--- src/rtl/morse_pkg.sv ---
// Shared Morse definitions: symbol codes, ASCII ranges, unit counts, FSM states.
// Latency: n/a (constants and types only).
// Backpressure: n/a.
package morse_pkg;

  // Symbol strobe codes, shared with the push-button decoder
  localparam logic [1:0] SYM_NONE  = 2'b00;
  localparam logic [1:0] SYM_DOT   = 2'b01;
  localparam logic [1:0] SYM_DASH  = 2'b10;
  localparam logic [1:0] SYM_SPACE = 2'b11;

  // ASCII ranges the encoder understands
  localparam logic [7:0] ASCII_SPACE       = 8'h20;
  localparam logic [7:0] ASCII_DIGIT_LO    = 8'h30;
  localparam logic [7:0] ASCII_DIGIT_HI    = 8'h39;
  localparam logic [7:0] ASCII_UPPER_LO    = 8'h41;
  localparam logic [7:0] ASCII_UPPER_HI    = 8'h5A;
  localparam logic [7:0] ASCII_LOWER_LO    = 8'h61;
  localparam logic [7:0] ASCII_LOWER_HI    = 8'h7A;
  localparam logic [7:0] ASCII_CASE_OFFSET = 8'h20;

  // Durations in Morse time units
  localparam logic [2:0] DOT_UNITS        = 3'd1;
  localparam logic [2:0] DASH_UNITS       = 3'd3;
  localparam logic [2:0] GAP_UNITS        = 3'd1;
  localparam logic [2:0] CHAR_GAP_UNITS   = 3'd3;
  localparam logic [2:0] WORD_EXTRA_UNITS = 3'd4;

  typedef enum logic [2:0] {
    IDLE,
    MARK,
    GAP,
    CHAR_GAP,
    WORD_GAP
  } state_t;

  // Lookup result. pat is left-aligned: pat[4] is the first element,
  // pat[4-len+1] the last; 1 = dash. A space is supported with len = 0.
  typedef struct packed {
    logic       supported;
    logic [2:0] len;
    logic [4:0] pat;
  } rom_entry_t;

endpackage

--- src/rtl/morse_char_rom.sv ---
// ASCII -> Morse pattern lookup (letters folded to uppercase, digits, space).
// Latency: combinational.
// Backpressure: none.
module morse_char_rom
  import morse_pkg::*;
(
  input  logic [7:0]  char_in,
  output rom_entry_t  entry
);

  logic [7:0] upper;

  function automatic rom_entry_t ent(input logic [2:0] l, input logic [4:0] p);
    return {1'b1, l, p};
  endfunction

  // Fold lowercase letters onto their uppercase codes
  always_comb begin
    upper = char_in;
    if (char_in >= ASCII_LOWER_LO && char_in <= ASCII_LOWER_HI)
      upper = char_in - ASCII_CASE_OFFSET;
  end

  // International Morse table; anything not listed is unsupported
  always_comb begin
    entry = '0;
    case (upper)
      ASCII_SPACE: entry = ent(3'd0, 5'b00000);
      8'h41: entry = ent(3'd2, 5'b01000); // A .-
      8'h42: entry = ent(3'd4, 5'b10000); // B -...
      8'h43: entry = ent(3'd4, 5'b10100); // C -.-.
      8'h44: entry = ent(3'd3, 5'b10000); // D -..
      8'h45: entry = ent(3'd1, 5'b00000); // E .
      8'h46: entry = ent(3'd4, 5'b00100); // F ..-.
      8'h47: entry = ent(3'd3, 5'b11000); // G --.
      8'h48: entry = ent(3'd4, 5'b00000); // H ....
      8'h49: entry = ent(3'd2, 5'b00000); // I ..
      8'h4A: entry = ent(3'd4, 5'b01110); // J .---
      8'h4B: entry = ent(3'd3, 5'b10100); // K -.-
      8'h4C: entry = ent(3'd4, 5'b01000); // L .-..
      8'h4D: entry = ent(3'd2, 5'b11000); // M --
      8'h4E: entry = ent(3'd2, 5'b10000); // N -.
      8'h4F: entry = ent(3'd3, 5'b11100); // O ---
      8'h50: entry = ent(3'd4, 5'b01100); // P .--.
      8'h51: entry = ent(3'd4, 5'b11010); // Q --.-
      8'h52: entry = ent(3'd3, 5'b01000); // R .-.
      8'h53: entry = ent(3'd3, 5'b00000); // S ...
      8'h54: entry = ent(3'd1, 5'b10000); // T -
      8'h55: entry = ent(3'd3, 5'b00100); // U ..-
      8'h56: entry = ent(3'd4, 5'b00010); // V ...-
      8'h57: entry = ent(3'd3, 5'b01100); // W .--
      8'h58: entry = ent(3'd4, 5'b10010); // X -..-
      8'h59: entry = ent(3'd4, 5'b10110); // Y -.--
      8'h5A: entry = ent(3'd4, 5'b11000); // Z --..
      8'h30: entry = ent(3'd5, 5'b11111); // 0
      8'h31: entry = ent(3'd5, 5'b01111); // 1
      8'h32: entry = ent(3'd5, 5'b00111); // 2
      8'h33: entry = ent(3'd5, 5'b00011); // 3
      8'h34: entry = ent(3'd5, 5'b00001); // 4
      8'h35: entry = ent(3'd5, 5'b00000); // 5
      8'h36: entry = ent(3'd5, 5'b10000); // 6
      8'h37: entry = ent(3'd5, 5'b11000); // 7
      8'h38: entry = ent(3'd5, 5'b11100); // 8
      8'h39: entry = ent(3'd5, 5'b11110); // 9
      default: entry = '0;
    endcase
  end

endmodule

--- src/rtl/morse_encoder.sv ---
// ASCII character in (valid/ready) -> timed Morse key output plus symbol strobes.
// Latency: key_out/sym_out/err register the transfer edge, so they move in cycle 1.
// Backpressure: char_ready only in IDLE; a character is held off until the previous one (incl. gaps) is done.
module morse_encoder
  import morse_pkg::*;
#(
  parameter int UNIT_CYCLES = 25000000
) (
  input  logic       clk,
  input  logic       rst_n,
  input  logic [7:0] char_in,
  input  logic       char_valid,
  output logic       char_ready,
  output logic       key_out,
  output logic [1:0] sym_out,
  output logic       busy,
  output logic       err
);

  localparam int             CW       = $clog2(UNIT_CYCLES + 1);
  localparam logic [CW-1:0]  CYC_LAST = CW'(UNIT_CYCLES - 1);

  state_t      state_q, state_d;
  logic [CW-1:0] cyc_q;
  logic [2:0]  unit_q;
  logic [2:0]  elem_q;
  logic [2:0]  len_q;
  logic [4:0]  pat_q;
  rom_entry_t  rom;

  logic        xfer;
  logic        unit_tick;
  logic [2:0]  need_units;
  logic        state_done;
  logic        last_elem;
  logic        next_dash;
  logic        key_d;
  logic [1:0]  sym_d;
  logic        err_d;

  morse_char_rom u_rom (
    .char_in (char_in),
    .entry   (rom)
  );

  assign char_ready = (state_q == IDLE);
  assign busy       = ~char_ready;
  assign xfer       = char_valid && char_ready;
  assign unit_tick  = (cyc_q == CYC_LAST);
  assign state_done = unit_tick && (unit_q == need_units - 3'd1);
  assign last_elem  = (elem_q == len_q - 3'd1);

  // Units the current state lasts; the current element is always pat_q[4]
  always_comb begin
    need_units = GAP_UNITS;
    case (state_q)
      MARK:     need_units = pat_q[4] ? DASH_UNITS : DOT_UNITS;
      GAP:      need_units = GAP_UNITS;
      CHAR_GAP: need_units = CHAR_GAP_UNITS;
      WORD_GAP: need_units = WORD_EXTRA_UNITS;
      default:  need_units = GAP_UNITS;
    endcase
  end

  // State register
  always_ff @(posedge clk or negedge rst_n) begin
    if (!rst_n) state_q <= IDLE;
    else        state_q <= state_d;
  end

  // Next-state logic
  always_comb begin
    state_d = state_q;
    case (state_q)
      IDLE:     if (xfer && rom.supported) state_d = (rom.len == 3'd0) ? WORD_GAP : MARK;
      MARK:     if (state_done) state_d = last_elem ? CHAR_GAP : GAP;
      GAP:      if (state_done) state_d = MARK;
      CHAR_GAP: if (state_done) state_d = IDLE;
      WORD_GAP: if (state_done) state_d = IDLE;
      default:  state_d = IDLE;
    endcase
  end

  // Output decode: computed from the upcoming state so the registered outputs line up with it
  always_comb begin
    next_dash = (state_q == IDLE) ? rom.pat[4] : pat_q[3];
    key_d     = (state_d == MARK);
    sym_d     = SYM_NONE;
    if (state_d != state_q) begin
      case (state_d)
        MARK:     sym_d = next_dash ? SYM_DASH : SYM_DOT;
        CHAR_GAP: sym_d = SYM_SPACE;
        WORD_GAP: sym_d = SYM_SPACE;
        default:  sym_d = SYM_NONE;
      endcase
    end
    err_d = xfer && !rom.supported;
  end

  // Registered outputs
  always_ff @(posedge clk or negedge rst_n) begin
    if (!rst_n) begin
      key_out <= 1'b0;
      sym_out <= SYM_NONE;
      err     <= 1'b0;
    end else begin
      key_out <= key_d;
      sym_out <= sym_d;
      err     <= err_d;
    end
  end

  // Cycle/unit counters restart on every state entry and are parked in IDLE
  always_ff @(posedge clk or negedge rst_n) begin
    if (!rst_n) begin
      cyc_q  <= '0;
      unit_q <= '0;
    end else if (state_d != state_q || state_q == IDLE) begin
      cyc_q  <= '0;
      unit_q <= '0;
    end else if (unit_tick) begin
      cyc_q  <= '0;
      unit_q <= unit_q + 3'd1;
    end else begin
      cyc_q  <= cyc_q + CW'(1);
    end
  end

  // Latch the pattern at transfer and step to the next element on each GAP -> MARK
  always_ff @(posedge clk or negedge rst_n) begin
    if (!rst_n) begin
      len_q  <= '0;
      pat_q  <= '0;
      elem_q <= '0;
    end else if (xfer) begin
      len_q  <= rom.len;
      pat_q  <= rom.pat;
      elem_q <= '0;
    end else if (state_q == GAP && state_d == MARK) begin
      pat_q  <= {pat_q[3:0], 1'b0};
      elem_q <= elem_q + 3'd1;
    end
  end

endmodule

--- config.mk ---
export PLATFORM = sky130hd
export DESIGN_NAME = morse_encoder
export DESIGN_NICKNAME = d
export VERILOG_FILES = /design/src/rtl/morse_pkg.sv /design/src/rtl/morse_char_rom.sv /design/src/rtl/morse_encoder.sv
export SDC_FILE = /design/constraint.sdc
export NUM_CORES = 1
export LEC_CHECK = 0
export ABC_AREA = 1
export ABC_CLOCK_PERIOD_IN_PS = 6520
export BUFFER_PORTS_ARGS = -buffer_cell sky130_fd_sc_hd__buf_2
export CORE_UTILIZATION = 37
export DETAILED_ROUTE_END_ITERATION = 6
export GPL_ROUTABILITY_DRIVEN = 1
export PLACE_DENSITY = 0.65
export SYNTH_ARGS = -nofsm -noshare
export SYNTH_HDL_FRONTEND = slang
export SYNTH_SLANG_ARGS = --single-unit
--- constraint.sdc ---
create_clock -name clk -period 6.52 [get_ports clk]
set_clock_uncertainty 0.1 [all_clocks]
set_input_delay 0.326 -clock clk [delete_from_list [all_inputs] [get_ports clk]]
set_output_delay 0.326 -clock clk [all_outputs]
set_load 0.01 [all_outputs]
==> summary.md <==
| Metric | Value |
|---|---|
| Crit path required time | 6.64 ns |
| Power Density | 143 mW/mm2 |
| Cts bufs inserted | 5 |
| RSZ-0062 raised after global routing | no |
| Startpoint types | register |
| Area growth syn-to-layout | 7.09% |
| Vias per inst | 5.06 |
| Sequential share of power | 0.544 |
| #FFs+latches synth | 46 |
| Htree depth | 2 |
| DRC Markers | 1 |
| Synth async-reset ratio | 1.00 |
| Root buf cell | clkbuf_8 |
| Vias in the first global route | 3033 |
| 1st-pass router iterations | 7 |
| RR Startpoint | state_q[0] |
| Cells after Synth | between 400 and 500 |
| HP Class | input pin to asynchronous set/reset pin |
| Clk_lat worst skew | 0.32 ns |
| Filler cell count in the final layout | 945 |
| Io pins | 17 |
| Fin area | 0.00367 mm2 |
| Final Hold Vio Count | 8 |
| Largest net degree at the start of global routing | between 40 and 50 |
| Routed via count | 3074 |
| Max-slew headroom | 0.606 |
| PostCTS Resize Cnt | 0 |
| Post-DP HPWL | 5500 um |
| Hold_ws | -0.00653 ns |
| Area occupied by multi-input gates | 0.00195 mm2 |
| TNS Setup | 0 ns |
| Die X | 98.2 um |
| Post-synth EDFFs | 0 |
| Minimum clock period | between 3 and 4 ns |
| Seq/Total Area, Yosys | 0.336 |
| Std-Cell Rows | 34 |
| Net Count, Synth | 509 |
| Status | finished, violations left |
| ANT cells | 0 |
| Layout cell share with drive strength beyond 1 | 0.148 |
| Worst-margin pin slew | 0.591 ns |
| Worst-path fanout max | 28 |
| DRT iter0 DRCs | 70 |
| Die area | about 0.0096 mm2 |
| Syn Std Cell Area | between 0.003 and 0.004 mm2 |
| Grt total ovfl | 0 |
| Postcts setup bufs | 0 |
| Wirelength per Cell | 12.2 um |
| CTS sink count | 46 |
| Reg2Reg Setup Slack | around 3.5 ns |
| Violated checks | DRC, hold timing |
| Ys Warns | 0 |
| Leakage dissipation | 0.00181 uW |
| Starting Density | 0.387 |
| Core Area | approximately 0.0088 mm2 |
| GRT Total Usage | 0.168 |
| Total routed wirelength | 7440 um |
| Prevailing post-synth register cell | dfrtp_1 |
| Fin. max-slew vios | 0 |
| Sw Pwr | between 100 and 150 uW |
| Endpoint type of the worst setup path | register |
| Final-stage net count | 523 |
| Final setup fails | 0 |
| Maximum clock rate | 0.328 GHz |
| Worst-path clk slew | 0.10 ns |
| # hold bufs at CTS | 0 |
| Register area | 0.00115 mm2 |
| Crit path kind | register to register |
| Clk pwr share | 0.344 |
| Gate power share | 0.112 |
| Mean area per synthesized cell | around 7.1 um2 |
| Worst EP arrival | 3.17 ns |
| First-pass GRT wire length | 13300 um |
| Max Cap Viol | 0 |
| Placer congestion estimate | 0.918 |
| Tcrit/Tclk final | 0.468 |
| Die height | 98.2 um |
| Initial antenna violation count | 0 |
| CP startpoint | state_q[0] |
| Netlist cell types | 40 |
| Antenna Nets Post-Route | 0 |
| CTS tree | built |
| PortBufs | 16 |
| Internal power | 378 uW |
| Sw Share | 0.278 |
| Clock Tree Buf Depth | 2 |
| Worst VDD drop | 86.5 uV |
| Post-DP Area | 0.00358 mm2 |
==> Yosys cell counts (2+ instances only) <==
cell / n / area, um2
nor2_1: 57 / 214
nand2_4: 2 / 22.5
buf_2: 5 / 25.0
nand2_2: 3 / 18.8
nor2_4: 2 / 22.5
o22ai_1: 5 / 31.3
o31ai_1: 2 / 15.0
or2_2: 7 / 43.8
nand2_1: 109 / 409
dfrtp_1: 46 / 1150
buf_6: 3 / 33.8
nor3_1: 11 / 55.1
xnor2_1: 5 / 43.8
a21oi_1: 7 / 35.0
ha_1: 13 / 163
o21ai_1: 2 / 10.0
o211ai_1: 2 / 15.0
nand3_1: 39 / 195
a31oi_1: 2 / 12.5
inv_1: 63 / 236
nand3_2: 3 / 30.0
nand4_1: 16 / 100
xor2_1: 11 / 96.3
nand3b_1: 2 / 15.0
inv_2: 5 / 18.8
nor2_2: 23 / 144
o21ai_0: 27 / 135
==> worst paths after layout <==
check                      depth (start not counted)   endpoint
min in group clk                                   4   len_q[2]
min reg2reg                                        2   pat_q[2]
max reg2reg                                       15   cyc_q[3]
max in group asynchronous                          2  elem_q[0]
min                                                2   cyc_q[8]
max                                               15   cyc_q[3]
==> power groups by stage <==
| stage | clock network (uW) | registers [uW] | logic [uW] |
|---|---|---|---|
| 2_1_floorplan | 0 | 291 | 38.8 |
| 3_3_place_gp | 0 | 291 | 57.4 |
| 3_5_place_dp | 0 | 291 | 58.2 |
| 4_1_cts | 187 | 285 | 58.6 |
| 5_1_grt | 198 | 285 | 67.2 |
| 6_report | 180 | 285 | 58.6 |
==> state kept, by name (all words and copies together), names as in the netlist <==
name,count
key_out,1
cyc_q,25
sym_out,2
elem_q,3
unit_q,3
state_q,3
len_q,3
err,1
pat_q,5
==> layout by cell type, fill, tap and decap left out, types with 3 or more instances in the layout <==
cell and instances:
nand2_1 109, inv_1 63, nor2_1 57, dfrtp_1 46, nand3_1 39, o21ai_0 27, nor2_2 23, nand4_1 16
buf_2 16, ha_1 13, nor3_1 11, xor2_1 11, a21oi_1 7, or2_2 7, inv_2 5, xnor2_1 5
o22ai_1 5, clkbuf_8 5, nand2_2 3, nand3_2 3
==> metal layers <==
metal / up-vias / track usage / wire length [um]
li1: 1589 / - / -
met1: 1419 / 0.211 / 3700
met2: 57 / 0.280 / 3420
met3: 9 / 0.0336 / 228
met4: 0 / 0.0700 / 93
met5: - / 0 / 0
==> critical path: stages, from the launching register on <==
cell	delay (ns)
dfrtp_1	0.39
inv_2	0.13
nand3_1	0.16
inv_1	0.09
ha_1	0.24
xor2_1	0.14
o21ai_0	0.09
nor2_1	0.22
nand2_1	0.13
inv_1	0.08
nand2_1	0.06
nand2_1	0.12
o21ai_1	0.10
nor2_2	0.18
nand4_4	0.49
nor2_1	0.23
==> cells by family (layout without fill, tap and decap cells) <==
| family | count (synthesis) | count (layout) | share of synthesized area |
|---|---|---|---|
| multiplexers | 1 | 1 | 0.00292 |
| AO/OA/AOI/OAI | 54 | 54 | 0.0936 |
| AND/OR/NAND/NOR | 277 | 277 | 0.384 |
| buffers and inverters | 78 | 93 | 0.0950 |
| XOR/XNOR | 16 | 16 | 0.0409 |
| flip-flops | 46 | 46 | 0.336 |
| adder cells (fa/ha/maj) | 13 | 13 | 0.0475 |
==> cell type report <==
type                            count  area share
Multi-Input combinational cell    361       0.531
Sequential cell                    46       0.314
Inverter                           68      0.0696
Tap cell                          108      0.0369
Timing Repair Buffer               17      0.0239
Clock buffer                        5      0.0188
Clock inverter                      3     0.00580
==> per-stage QoR <==
stage	setup slack [ns]	total power [uW]	instances	hold slack (ns)	utilization
6_report	3.47	524	608	-0.00653	0.414
5_1_grt	3.15	551	608	0.0471	0.414
4_1_cts	3.44	531	608	0.0219	0.414
3_5_place_dp	3.48	349	600	0.358	0.404
3_3_place_gp	3.58	348	600	0.356	0.404
2_1_floorplan	4.13	330	485	-0.0696	-
No activity file was read; power rests on OpenSTA's default activity.
